## config.mk

```make
export PLATFORM = sky130hd
export DESIGN_NAME = accel_frame_rx
export DESIGN_NICKNAME = d
export VERILOG_FILES = /design/src/rtl/accel_frame_rx.sv
export SDC_FILE = /design/constraint.sdc
export NUM_CORES = 1
export LEC_CHECK = 0
export ABC_CLOCK_PERIOD_IN_PS = 2000
export BUFFER_PORTS_ARGS = -buffer_cell sky130_fd_sc_hd__buf_2
export CAP_MARGIN = 20
export CORE_MARGIN = 4
export CORE_UTILIZATION = 57
export DETAILED_ROUTE_END_ITERATION = 16
export GPL_TIMING_DRIVEN = 0
export PLACE_DENSITY = 0.78
export SKIP_LAST_GASP = 1
export SYNTH_ARGS = -nofsm -noshare
export SYNTH_HDL_FRONTEND = slang
export SYNTH_SLANG_ARGS = --single-unit
```

## constraint.sdc

```tcl
create_clock -name clk -period 2 [get_ports clk]
set_input_delay 0.3 -clock clk [delete_from_list [all_inputs] [get_ports clk]]
set_output_delay 0.3 -clock clk [all_outputs]
set_load 0.01 [all_outputs]
```

## src/rtl/accel_frame_rx.sv

```systemverilog
// Multi-channel accelerometer frame receiver: sync hunt, MS-first sample assembly,
// optional XOR checksum, intra-frame timeout and a double-buffered measurement bus.
module accel_frame_rx #(
  parameter int         DATA_W    = 14,
  parameter int         NUM_CH    = 3,
  parameter bit         SYNC_EN   = 1'b1,
  parameter logic [7:0] SYNC_BYTE = 8'hA5,
  parameter bit         CHK_EN    = 1'b1,
  parameter int         TIMEOUT   = 1000
) (
  input  logic                     clk,
  input  logic                     rst_n,
  input  logic                     rdy,
  input  logic [7:0]               rx_data,
  output logic                     clr_rdy,
  output logic [NUM_CH*DATA_W-1:0] meas,
  output logic                     meas_vld,
  output logic                     frame_stb,
  output logic                     chk_err,
  output logic                     tmo_err,
  output logic [7:0]               err_cnt
);

  localparam int BYTES = (DATA_W + 7) / 8;
  localparam int BW    = (BYTES > 1) ? $clog2(BYTES) : 1;
  localparam int CW    = (NUM_CH > 1) ? $clog2(NUM_CH) : 1;
  localparam int TW    = $clog2(TIMEOUT + 1);

  localparam logic [BW-1:0] BYTE_LAST = BW'(BYTES - 1);
  localparam logic [CW-1:0] CH_LAST   = CW'(NUM_CH - 1);
  localparam logic [TW-1:0] TMO_LAST  = TW'(TIMEOUT - 1);

  typedef enum logic [1:0] {S_IDLE, S_DATA, S_CHK} state_t;

  state_t                    state_q, state_d;
  logic [BW-1:0]             byte_q, byte_d;
  logic [CW-1:0]             ch_q, ch_d;
  logic [7:0]                xor_q, xor_d;
  logic [TW-1:0]             tmo_q, tmo_d;
  logic [NUM_CH*DATA_W-1:0]  shadow_q, shadow_d;
  logic [NUM_CH*DATA_W-1:0]  meas_q, meas_d;
  logic                      meas_vld_q, meas_vld_d;
  logic                      frame_stb_q, frame_stb_d;
  logic                      chk_err_q, chk_err_d;
  logic                      tmo_err_q, tmo_err_d;
  logic [7:0]                err_cnt_q, err_cnt_d;
  logic                      data_s, commit_s, restart_s;

  // UART_rx never stalls: every offered byte is consumed in its own cycle.
  assign clr_rdy = rdy;

  // Frame sequencing, shadow assembly, checksum, timeout and commit.
  always_comb begin
    state_d     = state_q;
    byte_d      = byte_q;
    ch_d        = ch_q;
    xor_d       = xor_q;
    tmo_d       = tmo_q;
    shadow_d    = shadow_q;
    meas_d      = meas_q;
    meas_vld_d  = meas_vld_q;
    err_cnt_d   = err_cnt_q;
    frame_stb_d = 1'b0;
    chk_err_d   = 1'b0;
    tmo_err_d   = 1'b0;
    data_s      = 1'b0;
    commit_s    = 1'b0;
    restart_s   = 1'b0;

    case (state_q)
      S_IDLE: begin
        tmo_d = '0;
        if (rdy && SYNC_EN) begin
          if (rx_data == SYNC_BYTE) begin
            state_d   = S_DATA;
            restart_s = 1'b1;
          end else begin
            state_d = S_IDLE;
          end
        end else if (rdy) begin
          data_s = 1'b1;
        end else begin
          state_d = S_IDLE;
        end
      end
      S_DATA: begin
        if (rdy) begin
          data_s = 1'b1;
          tmo_d  = '0;
        end else if (tmo_q == TMO_LAST) begin
          tmo_err_d  = 1'b1;
          meas_vld_d = 1'b0;
          restart_s  = 1'b1;
          state_d    = S_IDLE;
        end else begin
          tmo_d = tmo_q + TW'(1);
        end
      end
      S_CHK: begin
        if (rdy) begin
          restart_s = 1'b1;
          state_d   = S_IDLE;
          if (rx_data == xor_q) begin
            commit_s = 1'b1;
          end else begin
            chk_err_d = 1'b1;
          end
        end else if (tmo_q == TMO_LAST) begin
          tmo_err_d  = 1'b1;
          meas_vld_d = 1'b0;
          restart_s  = 1'b1;
          state_d    = S_IDLE;
        end else begin
          tmo_d = tmo_q + TW'(1);
        end
      end
      default: begin
        restart_s = 1'b1;
        state_d   = S_IDLE;
      end
    endcase

    // Sample bit p lives in byte BYTES-1-p/8 (MS first); MS-byte bits beyond DATA_W are dropped.
    if (data_s) begin
      for (int c = 0; c < NUM_CH; c++) begin
        for (int p = 0; p < DATA_W; p++) begin
          if ((ch_q == CW'(c)) && (byte_q == BW'(BYTES - 1 - p / 8))) begin
            shadow_d[c*DATA_W + p] = rx_data[p % 8];
          end else begin
            shadow_d[c*DATA_W + p] = shadow_q[c*DATA_W + p];
          end
        end
      end
      xor_d = xor_q ^ rx_data;
      if (byte_q == BYTE_LAST) begin
        byte_d = '0;
        if (ch_q == CH_LAST) begin
          ch_d = '0;
          if (CHK_EN) begin
            state_d = S_CHK;
          end else begin
            commit_s = 1'b1;
            xor_d    = 8'h00;
            state_d  = S_IDLE;
          end
        end else begin
          ch_d    = ch_q + CW'(1);
          state_d = S_DATA;
        end
      end else begin
        byte_d  = byte_q + BW'(1);
        state_d = S_DATA;
      end
    end else if (restart_s) begin
      byte_d = '0;
      ch_d   = '0;
      xor_d  = 8'h00;
      tmo_d  = '0;
    end else begin
      byte_d = byte_q;
    end

    // Commit reads shadow_d so the final byte lands in meas on its own accept edge.
    if (commit_s) begin
      meas_d      = shadow_d;
      meas_vld_d  = 1'b1;
      frame_stb_d = 1'b1;
    end else begin
      meas_d = meas_q;
    end

    if ((chk_err_d || tmo_err_d) && (err_cnt_q != 8'hFF)) begin
      err_cnt_d = err_cnt_q + 8'd1;
    end else begin
      err_cnt_d = err_cnt_q;
    end
  end

  // State and output registers with synchronous active-low reset.
  always_ff @(posedge clk) begin
    if (!rst_n) begin
      state_q     <= S_IDLE;
      byte_q      <= '0;
      ch_q        <= '0;
      xor_q       <= 8'h00;
      tmo_q       <= '0;
      shadow_q    <= '0;
      meas_q      <= '0;
      meas_vld_q  <= 1'b0;
      frame_stb_q <= 1'b0;
      chk_err_q   <= 1'b0;
      tmo_err_q   <= 1'b0;
      err_cnt_q   <= 8'h00;
    end else begin
      state_q     <= state_d;
      byte_q      <= byte_d;
      ch_q        <= ch_d;
      xor_q       <= xor_d;
      tmo_q       <= tmo_d;
      shadow_q    <= shadow_d;
      meas_q      <= meas_d;
      meas_vld_q  <= meas_vld_d;
      frame_stb_q <= frame_stb_d;
      chk_err_q   <= chk_err_d;
      tmo_err_q   <= tmo_err_d;
      err_cnt_q   <= err_cnt_d;
    end
  end

  assign meas      = meas_q;
  assign meas_vld  = meas_vld_q;
  assign frame_stb = frame_stb_q;
  assign chk_err   = chk_err_q;
  assign tmo_err   = tmo_err_q;
  assign err_cnt   = err_cnt_q;

endmodule
```

* Yosys cells after proc, flatten, opt, wreduce, memory -nomap -nowiden *
Cells that the tools add are included.

storage, ports and cells
  input bits = 11
  output and inout port bits = 55
  word-level logic and storage cells = 132
  flip-flop bits (word level) = 119

cells by class
  equality and inequality tests = 11
  bitwise gates (word level) = 2
  reduce and logical (&&, ||, !) cells = 16
  add/sub/neg operators = 4
  muxes and demuxes = 87

operators by type and width
  cell                   number
  $mux 1                 65
  $mux 10                5
  $mux 42                1
  $pmux 10 s3            1
  $mux 2                 11
  $mux 8                 2
  $add 10x1->10 const B  1
  $eq 10x10->1 const B   1
  $add 8x1->8 const B    1
  $eq 8x8->1             1
  $eq 8x8->1 const B     1
  $ne 8x8->1 const B     1
  $xor 8x8->8            1
  $logic_and 1x1->1      7
  $pmux 2 s3             1
  $reduce_bool 2->1      3
  $eq 2x1->1 const B     2
  $eq 2x2->1 const B     2
  $logic_not 2->1        2
  $ne 3x3->1 const B     1
  $pmux 1 s3             1
  $reduce_and 3->1       1
  $add 2x1->2 const B    1
  $ne 2x1->1 const B     1
  other kinds (6)        6

* Depth between registers and ports, before layout *
  word-level depth = 6
  gate-level depth with buffers = 9
  depth with buffers taken out = 7

* Least setup slack after synthesis *
OpenSTA, ideal clock, no wires.

  path kind = register -> register
  start point = register tmo_q[0]
  end point = register tmo_q[0]
  buffers on the path = 0
  library setup time = 0.117 ns
  cell stages (with the launch flop) = 7
  period minus slack after synthesis = 1.792 ns
  arrival = 1.675 ns
  path slack = 0.208 ns
  required time = 1.883 ns
  cells stage by stage = dfxtp_1 ha_1 nand3_1 or3_4 xnor2_2 o21ai_1 a32o_1

on the way
  longest elaborated chain between the ends = 6
  elaborated cells between the ends (all ways) = 12
  classes of those cells = add/sub (1); eq/ne (1); mux (10)

RTL lines
  what                                           RTL line  source
  from (decl)                                    39        logic [TW-1:0] tmo_q, tmo_d;
  from (signal assigned)                         199       tmo_q <= tmo_d;
  $add 10x1->10 or $eq 10x10->1 (tied branches)  --
  $mux 10 or $mux 1 (tied branches)              90, 108
  $mux 10 (tied with other cells)                100       if (rdy) begin
  $pmux 10 s3 or $pmux 1 s3 (tied branches)      70        case (state_q)
  $mux 10                                        154       end else if (restart_s) begin
  $mux 10 (*)                                    124       if (data_s) begin

Every way passes the cells marked *; elsewhere a longest branch is shown, timed or not.
A chain may end at the register's enable or synchronous reset.

* Worst setup path after layout *
  start point = register state_q[1]
  end point = register meas_q[21], in the netlist meas[21]

on the way
  longest elaborated chain between the ends = 3
  elaborated cells between the ends (all ways) = 5
  classes of those cells = eq/ne (2); mux (3)

RTL lines
  what                    RTL line  source
  from (decl)             35        state_t state_q, state_d;
  from (signal assigned)  195       state_q <= state_d;
  $eq 2x1->1              70
  $mux 1                  --
  $mux 42                 124
  to (signal assigned)    201       meas_q <= meas_d;
  to (decl)               41        logic [NUM_CH*DATA_W-1:0] meas_q, meas_d;

Several ways; a longest one is shown, not always the timed one.

==> results.py <==
metrics = {
    "status": {
        "outcome": "finished, final reports clean",
    },
    "finish": {
        "multi_input_area_mm2": 0.002472,
        "finalNetCount": 628,
        "fillers": 592,
        "drive_above_1_share_pct": 25.64,
        "antennaDiodeCount": 0,
        "area_delta_synth_final_pct": 22.68,
        "regArea_mm2": 0.002384,
        "fin_area_mm2": 0.006138,
    },
    "power_and_ir_drop": {
        "ir_drop_mv": 0.6693,
        "combPwrFrac_pct": 2.5,
        "p_int_uw": 4094,
        "switching_share_pct": 23.31,
        "p_per_area_mw_per_mm2": 869.6,
        "pwr-share-clk_pct": 53.0,
        "p_switching_uw": 1244,
        "p_leak_uw": 0.002429,
        "power_uw": 5338,
        "seqPwrFrac_pct": 44.4,
    },
    "floorplanning": {
        "io_pins": 66,
        "initial_core_util_pct": 59.70,
        "die_area_mm2": 0.01034,
        "fp.coreArea_mm2": 0.008382,
        "die_height_um": 101.7,
        "rows": 33,
        "die_width_um": 101.7,
    },
    "setup_path": {
        "crit_arrival_ns": 2.37,
        "slowest_stage": "dfxtp_1",
        "required_ns": 2.38,
        "rr_endpoint": "meas[21]",
        "critPathKind": "register to register",
        "critPathMaxFanout": 10,
        "crit_family": "buffers and inverters",
        "critPathBufInv": 3,
        "crit_chain": "inv_1, ha_4, nand2_1, buf_4, nor2_1, nand3_1, buf_6, mux2i_1, a211oi_1",
        "critical-path-max-stage-delay_ns": 0.40,
        "reg2reg_depth": 9,
        "worstReg2RegStart": "state_q[1]",
        "crit_path_end_kind": "register",
        "critPathLaunchType": "register",
        "worst-r2r-setup-slack_ns": 0.008,
    },
    "synthesis": {
        "yosysSeqAreaShare_pct": 47.61,
        "syn-instance-count": 533,
        "syn-num-nets": 550,
        "async_reset_ff_share_pct": 0,
        "synthFlopType": "dfxtp_1",
        "synth_edf_count": 0,
        "synth_cell_types": 52,
        "yosys_warnings": 0,
        "synth.avg_cell_area_um2": 9.388,
        "synth_area_mm2": 0.005004,
        "ys_ff_latch": 119,
    },
    "sta": {
        "rsz0062_at_grt": "yes",
        "finalHoldViolCount": 0,
        "setup_viol": 0,
        "timing.fmax_mhz": 502.0,
        "finalCriticalPeriod_ns": 1.992,
        "finalCritPeriodShare_pct": 99.60,
        "fin_worst_skew_ns": 0.006396,
        "tightest_slew_ns": 0.6255,
        "hold_slack_ns": 0.1133,
        "slew_viol_final": 0,
        "slew_headroom_pct": 58.30,
    },
    "place": {
        "portBuffers": 58,
        "placed_area_mm2": 0.005425,
        "gp_congestion": 0.8799,
        "hpwl_mm": 8.271,
    },
    "routing": {
        "viasPerCell": 5.826,
        "drc": 0,
        "drt_iter0_markers": 285,
        "wirelength_mm": 12.83,
        "route.vias.total": 4247,
        "antenna_left": 0,
        "first_pass_iters": 5,
        "wl_per_cell_um": 17.60,
    },
    "global_routing": {
        "antenna_found_initial": 0,
        "grt_pass1_vias": 4255,
        "grt-ovfl-total": 0,
        "grt_pass1_wl_mm": 20.87,
        "grt_max_degree": 17,
        "grtUsageTotal_pct": 25.76,
    },
    "worst_hold_path": {
        "holdPathStages": 3,
        "min_path_type": "input port to register",
        "hold_path_end": "err_cnt[3]",
        "worst_hold_startpoint": "rst_n",
    },
    "clock_tree": {
        "h-tree-depth": 4,
        "insertion_delay_ns": 0.52,
        "cts_buffer_depth": 2,
        "cts_hold_buf": 0,
        "cts_root_buf": "clkbuf_8",
        "clk_pin_slew_worst_paths_ns": 0.06,
        "cts_buffers": 17,
        "cts_sinks": 119,
        "cts_tree": "yes",
    },
    "job": {
        "drv_cap": 0,
    },
}
## worst max path at each step
stage / slack, ns / cells past startpoint / from / endpoint
floorplan: 0.21 / 6 / tmo_q[0] / tmo_q[0]
global placement: -0.07 / 7 / rx_data[3] / meas[16]
detailed placement: -0.09 / 7 / rx_data[1] / meas[20]
CTS: -0.02 / 8 / state_q[1] / meas[41]
global route: -0.07 / 9 / state_q[1] / meas[21]
finish: 0.008 / 9 / state_q[1] / meas[21]
## logic make-up (layout without fill, tap and decap cells)
| logic type | after synthesis | after routing | share of synthesized area, % |
|---|---|---|---|
| XOR/XNOR | 11 | 11 | 2.076 |
| adder cells (fa/ha/maj) | 6 | 6 | 1.500 |
| buffers and inverters | 49 | 140 | 5.626 |
| AO/OA/AOI/OAI | 111 | 111 | 16.08 |
| multiplexers | 49 | 49 | 9.802 |
| AND/OR/NAND/NOR | 188 | 188 | 17.30 |
| flip-flops | 119 | 119 | 47.61 |
## metal layers
layer | track usage [%] | part of all wire (%)
met1 | 31.85 | 42
met2 | 43.31 | 50
met3 | 6.612 | 6.2
met4 | 9.509 | 1.5
met5 | 0 | 0
## Yosys cell counts (all sizes together) (2+ instances only)
cell type / instances / area share (%)
a211oi: 50 / 8.6
and3b: 2 / 0.35
xor2: 2 / 0.35
a31oi: 3 / 0.38
and2: 2 / 0.28
nor4: 3 / 0.38
nand2b: 4 / 0.50
or3: 3 / 0.48
a32o: 2 / 0.40
a21oi: 23 / 2.3
inv: 9 / 0.68
nand2: 22 / 1.7
xnor2: 9 / 1.7
nand4: 4 / 0.50
nand3: 12 / 1.3
ha: 6 / 1.5
and3: 3 / 0.38
nor2: 111 / 8.5
clkbuf: 16 / 2.0
nor4bb: 2 / 0.40
buf: 24 / 3.0
o21ai: 22 / 2.5
mux2i: 49 / 9.8
a21o: 2 / 0.30
nor3: 16 / 1.8
dfxtp: 119 / 48
## power by group through the flow
stage	Combinational, uW	Sequential [uW]	Clock [uW]
after floorplan	81.7	2420	0
after global placement	126	2420	0
after detailed placement	128	2420	0
after CTS	131	2370	2860
after global routing	144	2370	2980
final	136	2370	2830
## timing repair
action / 4_1_cts / 5_1_grt
endpoints found under the setup margin: 39 / 107
setup buffers: 0 / 1
resized for setup: 8 / 26
pin swaps: 0 / 1
## placed cells by master (no fill, tap or decap), drive strengths merged, types with 11 or more instances in the layout
master and n:
nand2 22, o21ai 22, clkbuf 37, buf 81, mux2i 49, nand3 12
inv 11, nor3 16, a21oi 23, a211oi 50, nor2 111, dfxtp 119
## registers in the layout (all words and copies together), names as in the netlist
register	flops
meas	42
ch_q	2
tmo_err	1
xor_q	8
meas_vld	1
byte_q	1
chk_err	1
tmo_q	10
err_cnt	8
shadow_q	42
state_q	2
frame_stb	1
## layout make-up
class | count | share of cell area (%)
Clock buffer | 19 | 7.032
Multi-Input combinational cell | 365 | 40.28
Inverter | 9 | 0.5503
Tap cell | 105 | 2.140
Sequential cell | 119 | 38.83
Timing Repair Buffer | 59 | 4.851
Buffer | 40 | 4.301
Clock inverter | 13 | 2.018
## worst reg2reg max path, delay by kind of cell (launching register included)
family / cells / cell delay [ns]
AND/OR/NAND/NOR: 3 / 0.31
adder cells (fa/ha/maj): 1 / 0.21
multiplexers: 1 / 0.33
buffers and inverters: 3 / 0.49
flip-flops: 1 / 0.40
AO/OA/AOI/OAI: 1 / 0.12
## stage by stage
step / setup WS [ns] / instances / setup TNS [ns] / util, %
2_1_floorplan: 0.2079 / 533 / 0 / -
3_3_place_gp: -0.06540 / 696 / -0.6186 / 64.73
3_5_place_dp: -0.09240 / 696 / -1.507 / 64.73
4_1_cts: -0.01835 / 728 / -0.02740 / 71.76
5_1_grt: -0.06591 / 729 / -0.2492 / 73.23
6_report: 0.008026 / 729 / 0 / 73.23
(Power assumes the default switching activity.)
